File: config.mk
export PLATFORM = sky130hd
export DESIGN_NAME = team_06_noise_gate_flat
export DESIGN_NICKNAME = d
export VERILOG_FILES = /design/src/rtl/team_06_noise_gate_if.sv /design/src/rtl/team_06_noise_gate.sv /design/src/flat_wrapper.sv
export SDC_FILE = /design/constraint.sdc
export NUM_CORES = 1
export LEC_CHECK = 0
export BUFFER_PORTS_ARGS = -buffer_cell sky130_fd_sc_hd__buf_2
export CAP_MARGIN = 10
export CORE_MARGIN = 1.5
export CORE_UTILIZATION = 50
export CTS_CLUSTER_SIZE = 8
export DETAILED_ROUTE_END_ITERATION = 16
export PLACE_DENSITY_LB_ADDON = 0.1
export SETUP_SLACK_MARGIN = 0.1
export SYNTH_ARGS = -nofsm -noshare
export SYNTH_HDL_FRONTEND = slang
export SYNTH_SLANG_ARGS = --single-unit
File: constraint.sdc
create_clock -name clk -period 2.2 [get_ports clk]
set_input_delay 0.22 -clock clk [delete_from_list [all_inputs] [get_ports clk]]
set_output_delay 0.22 -clock clk [all_outputs]
set_load 0.01 [all_outputs]
File: src/rtl/team_06_noise_gate_if.sv
// Sample-stream bundle between the audio source and the noise gate.
// The master drives the samples and the enable. The slave returns the gated stream.
interface team_06_noise_gate_if;
   logic       samp_valid;
   logic [7:0] mic_aud;
   logic       gate_en;
   logic [7:0] gate_aud;
   logic       gate_valid;
   logic       gate_open;

   modport master (
      output samp_valid, mic_aud, gate_en,
      input  gate_aud, gate_valid, gate_open
   );

   modport slave (
      input  samp_valid, mic_aud, gate_en,
      output gate_aud, gate_valid, gate_open
   );
endinterface

File: src/rtl/team_06_noise_gate.sv
// Hysteretic noise gate with hold window on 8-bit offset-binary audio; TEAM_06_NG_FADE_EN adds a gain ramp.
// Latency: one clk from samp_valid to gate_valid/gate_aud.
// Backpressure: none; every strobe is accepted, and idle cycles hold all state and outputs.
module team_06_noise_gate #(
   parameter int OPEN_THR     = 16,
   parameter int CLOSE_THR    = 8,
   parameter int HOLD_SAMPLES = 64
) (
   input logic                   clk,
   input logic                   rst,
   team_06_noise_gate_if.slave   bus
);

   localparam int CW = $clog2(HOLD_SAMPLES + 1);
   localparam logic [7:0]    OPEN_T   = 8'(OPEN_THR);
   localparam logic [7:0]    CLOSE_T  = 8'(CLOSE_THR);
   localparam logic [CW-1:0] HOLD_MAX = CW'(HOLD_SAMPLES);

   typedef enum logic [1:0] {CLOSED, OPEN, HOLD} state_t;

   state_t        state, state_nxt;
   logic [CW-1:0] hold_cnt, cnt_nxt;
   logic [7:0]    mag;
   logic          quiet;
   logic          pass;
   logic [7:0]    aud_nxt;
   logic          open_nxt;

`ifdef TEAM_06_NG_FADE_EN
   logic [3:0]         gain, gain_nxt;
   logic signed [8:0]  centred;
   logic signed [12:0] prod;
   logic signed [12:0] scaled;
`endif

   assign mag   = (bus.mic_aud >= 8'd128) ? (bus.mic_aud - 8'd128) : (8'd128 - bus.mic_aud);
   assign quiet = (mag < CLOSE_T);

   always_comb begin
      state_nxt = state;
      cnt_nxt   = hold_cnt;
      if (!bus.gate_en) begin
         state_nxt = CLOSED;
         cnt_nxt   = '0;
      end else begin
         case (state)
            CLOSED: begin
               if (mag >= OPEN_T) state_nxt = OPEN;
            end
            OPEN: begin
               if (quiet) begin
                  state_nxt = HOLD;
                  cnt_nxt   = CW'(1);
               end
            end
            HOLD: begin
               if (!quiet) begin
                  state_nxt = OPEN;
                  cnt_nxt   = '0;
               end else if (hold_cnt < HOLD_MAX) begin
                  cnt_nxt   = hold_cnt + CW'(1);
               end else begin
                  state_nxt = CLOSED;
                  cnt_nxt   = '0;
               end
            end
            default: begin
               state_nxt = CLOSED;
               cnt_nxt   = '0;
            end
         endcase
      end
   end

   // The sample is passed whenever the gate will be open after this decision.
   assign pass = (state_nxt != CLOSED);

`ifdef TEAM_06_NG_FADE_EN
   always_comb begin
      gain_nxt = gain;
      if (!bus.gate_en)
         gain_nxt = 4'd8;
      else if (pass)
         gain_nxt = (gain >= 4'd8) ? 4'd8 : gain + 4'd1;
      else
         gain_nxt = (gain == 4'd0) ? 4'd0 : gain - 4'd1;
   end

   assign centred  = $signed({1'b0, bus.mic_aud}) - 9'sd128;
   assign prod     = 13'(centred) * 13'($signed({1'b0, gain_nxt}));
   assign scaled   = prod >>> 3;
   // scaled fits -128..127, so adding 128 in 8 bits recentres it without overflow.
   assign aud_nxt  = scaled[7:0] + 8'd128;
   assign open_nxt = (gain_nxt != 4'd0);
`else
   assign aud_nxt  = (!bus.gate_en || pass) ? bus.mic_aud : 8'd128;
   assign open_nxt = !bus.gate_en || pass;
`endif

   always_ff @(posedge clk) begin
      if (rst) begin
         state          <= CLOSED;
         hold_cnt       <= '0;
         bus.gate_aud   <= 8'd128;
         bus.gate_valid <= 1'b0;
         bus.gate_open  <= 1'b0;
`ifdef TEAM_06_NG_FADE_EN
         gain           <= 4'd0;
`endif
      end else begin
         bus.gate_valid <= bus.samp_valid;
         if (bus.samp_valid) begin
            state         <= state_nxt;
            hold_cnt      <= cnt_nxt;
            bus.gate_aud  <= aud_nxt;
            bus.gate_open <= open_nxt;
`ifdef TEAM_06_NG_FADE_EN
            gain          <= gain_nxt;
`endif
         end
      end
   end

endmodule
File: src/flat_wrapper.sv
// flat-port wrapper written by rule: the top's interface ports become plain ports
module team_06_noise_gate_flat 
#(
   parameter int OPEN_THR     = 16,
   parameter int CLOSE_THR    = 8,
   parameter int HOLD_SAMPLES = 64
)
  (clk, rst, bus_samp_valid, bus_mic_aud, bus_gate_en, bus_gate_aud, bus_gate_valid, bus_gate_open);
  team_06_noise_gate_if bus_i ();
  input logic clk;
  input logic rst;
  input wire logic [$bits(bus_i.samp_valid)-1:0] bus_samp_valid;
  input wire logic [$bits(bus_i.mic_aud)-1:0] bus_mic_aud;
  input wire logic [$bits(bus_i.gate_en)-1:0] bus_gate_en;
  output wire logic [$bits(bus_i.gate_aud)-1:0] bus_gate_aud;
  output wire logic [$bits(bus_i.gate_valid)-1:0] bus_gate_valid;
  output wire logic [$bits(bus_i.gate_open)-1:0] bus_gate_open;
  assign bus_i.samp_valid = bus_samp_valid;
  assign bus_i.mic_aud = bus_mic_aud;
  assign bus_i.gate_en = bus_gate_en;
  assign bus_gate_aud = bus_i.gate_aud;
  assign bus_gate_valid = bus_i.gate_valid;
  assign bus_gate_open = bus_i.gate_open;
  team_06_noise_gate #(.OPEN_THR(OPEN_THR), .CLOSE_THR(CLOSE_THR), .HOLD_SAMPLES(HOLD_SAMPLES)) u_core (.clk(clk), .rst(rst), .bus(bus_i));
endmodule
==> flow_metrics.env <==
export IMPL_power_density_mw_per_mm2=528
export IMPL_wl_per_cell_um=13.6
export IMPL_areaGrowthSynthToFinish_pct=15.2
export IMPL_netSwitchingFraction=0.287
export IMPL_mostFrequentLayoutCells="21 x buf_2, 19 x dfxtp_1, 15 x a21oi_1, 14 x nand2_1, 8 x o21ai_0"
export IMPL_seq_area_frac_synth=0.352
export IMPL_htreeDepth=1
export IMPL_first_iter_violations=35
export IMPL_multi_input_area_um2=649
export IMPL_n_fill_cell=201
export IMPL_cts_num_sinks=19
export IMPL_wirelength_mm=2.41
export IMPL_synth_area_mm2=0.00108
export IMPL_arrival_ns=2.16
export IMPL_worst_pin_slew_ns=0.562
export IMPL_fmax_mhz=508
export IMPL_cts_setup_buffers=0
export IMPL_fp_dieH_um=49.5
export IMPL_fp_dieW_um=49.5
export IMPL_cts_tree="built"
export IMPL_power_internal_uw=468
export IMPL_comb_power_share=0.170
export IMPL_nNetsFinal=168
export IMPL_root_buffer="clkbuf_4"
export IMPL_cts_made_buffers=3
export IMPL_setup_viol=0
export IMPL_start_util=0.540
export IMPL_drive_gt1_frac=0.233
export IMPL_hold_viol=0
export IMPL_cp_start_kind="flop"
export IMPL_period_needed_ns=1.97
export IMPL_grt_total_usage=0.211
export IMPL_rsz0062_at_grt="no"
export IMPL_dp_slack_ns=0.0120
export IMPL_fin_tns_setup_ns=0
export IMPL_layout_commonest_cell="buf_2"
export IMPL_clockPowerShare=0.271
export IMPL_yosysWarningCount=0
export IMPL_clk_latency_ns=0.30
export IMPL_grt_pass1_vias=931
export IMPL_maxCapViolations=0
export IMPL_boundaryPins=22
export IMPL_hold_path_class="input pin to flop"
export IMPL_die_area_mm2=0.00245
export IMPL_rows=16
export IMPL_gp_congestion=0.883
export IMPL_p_leak_uw=0.000491
export IMPL_antenna_left=0
export IMPL_grt_max_degree=20
export IMPL_postSynthNetCount=144
export IMPL_critPathRequiredTime_ns=2.39
export IMPL_status="complete, no violations"
export IMPL_cp_max_fo=9
export IMPL_grt_overflow=0
export IMPL_antenna_found_initial=0
export IMPL_finClkSkew_ns=0.00670
export IMPL_slew_viol_final=0
export IMPL_postCtsHoldBufs=0
export IMPL_clock_path_buffers=2
export IMPL_via_per_inst=6.05
export IMPL_utilization=0.622
export IMPL_route_detailed_drc=0
export IMPL_finalCritPeriodShare=0.895
export IMPL_register_area_um2=380
export IMPL_n_antenna_cell=0
export IMPL_whs_ns=0.236
export IMPL_syn_inst=127
export IMPL_port_buffers=21
export IMPL_synth_distinct_cells=41
export IMPL_r2r_start="u_core.state[0]"
export IMPL_power_switching_uw=189
export IMPL_dpl_hpwl_mm=1.74
export IMPL_worstSetupStartpoint="u_core.state[0]"
export IMPL_pwr_share_seq=0.558
export IMPL_clk_pin_slew_ns=0.11
export IMPL_worst_slack_ns=0.231
export IMPL_ys_ff_latch=19
export IMPL_grt_pass1_wl_mm=4.07
export IMPL_min_from="bus_mic_aud[5]"
export IMPL_core_area_mm2=0.00200
export IMPL_dr_pass1_iters=4
export IMPL_dr_total_vias=1070
export IMPL_cts_resized=0
export IMPL_peakVddDrop_v=0.000373
export IMPL_relSlewSlack=0.626
export IMPL_end_kind="flop"
export IMPL_crit_type="flop to flop"
export IMPL_syn_avg_cell_area_um2=8.51
## registers in the layout, summed over array words and instances (netlist names)
name,flops
u_core.hold_cnt,7
u_core.state,2
u_core.bus.gate_open,1
u_core.bus.gate_valid,1
u_core.bus.gate_aud,8
## worst max-delay path: stages (launching register included)
cell and delay, ns:
dfxtp_1 0.38, inv_1 0.10, ha_1 0.17, nor2b_1 0.21, a21oi_1 0.11, o32ai_2 0.28, o211ai_2 0.24, a311o_1 0.36
## power by group through the flow
stage | clock network (uW) | registers (uW) | logic, uW
3_3_place_gp | 0 | 374 | 107
5_1_grt | 201 | 369 | 123
4_1_cts | 188 | 367 | 111
6_report | 178 | 367 | 112
2_1_floorplan | 0 | 379 | 65.6
3_5_place_dp | 0 | 375 | 110
## synth_stat cells, drive strengths merged
master,instances,area share
a22oi,1,0.0069
and3,2,0.012
buf,3,0.016
inv,6,0.021
nand3,5,0.023
or2,2,0.012
a32o,1,0.0093
nand2,14,0.049
o21a,1,0.0069
a21oi,15,0.069
nor3b,2,0.014
a211o,1,0.0081
o211a,1,0.016
nor2,4,0.014
clkbuf,2,0.0069
dfxtp,19,0.35
o211ai,2,0.019
nor2b,3,0.017
and4b,1,0.0093
or3,1,0.0058
nor4b,3,0.024
or4,1,0.0081
and2,2,0.013
o32ai,1,0.015
a31oi,2,0.012
o21ai,8,0.037
a211oi,3,0.021
a311o,1,0.0093
clkinv,1,0.0035
a221oi,1,0.0081
a21o,1,0.0069
or4b,1,0.0093
o2bb2ai,1,0.0081
ha,5,0.058
a311oi,7,0.057
nor3,3,0.024
## path summary, 6_finish.rpt
| kind | to | slack (ns) | cells after the start |
|---|---|---|---|
| worst max-delay path | u_core.bus.gate_aud[7] | 0.23 | 7 |
| worst min-delay path | u_core.bus.gate_aud[5] | 0.24 | 3 |
| worst max register to register | u_core.bus.gate_aud[7] | 0.23 | 7 |
| worst min register to register | u_core.bus.gate_open | 0.49 | 2 |
## per-layer routing
layer  share of wire  track usage  vias up
met5               0            0        -
met4          0.0083       0.0787        0
met3           0.055       0.0424        4
met2            0.46        0.338       31
met1            0.48        0.282      505
li1                -            -      530
## logic make-up after synthesis
kind of cell | count (synthesis) | synth area share
and+or+nand+nor | 44 | 0.234
AOI/OAI and AO/OA | 47 | 0.309
buffers and inverters | 12 | 0.0475
adders and majority gates | 5 | 0.0579
DFF | 19 | 0.352
## per-stage QoR
step	cell area, um2	instances	power (uW)
after floorplan	1080	127	445
after global placement	1220	173	481
after detailed placement	1220	173	485
after CTS	1240	177	666
after global routing	1240	177	693
final	1240	177	657
## cell type report
class	instances	share of cell area
Multi-Input combinational cell	96	0.522
Sequential cell	19	0.306
Timing Repair Buffer	24	0.103
Tap cell	27	0.0271
Inverter	7	0.0211
Clock buffer	3	0.0181
Clock inverter	1	0.00402
Note: power is estimated with default switching activity, not from simulation.
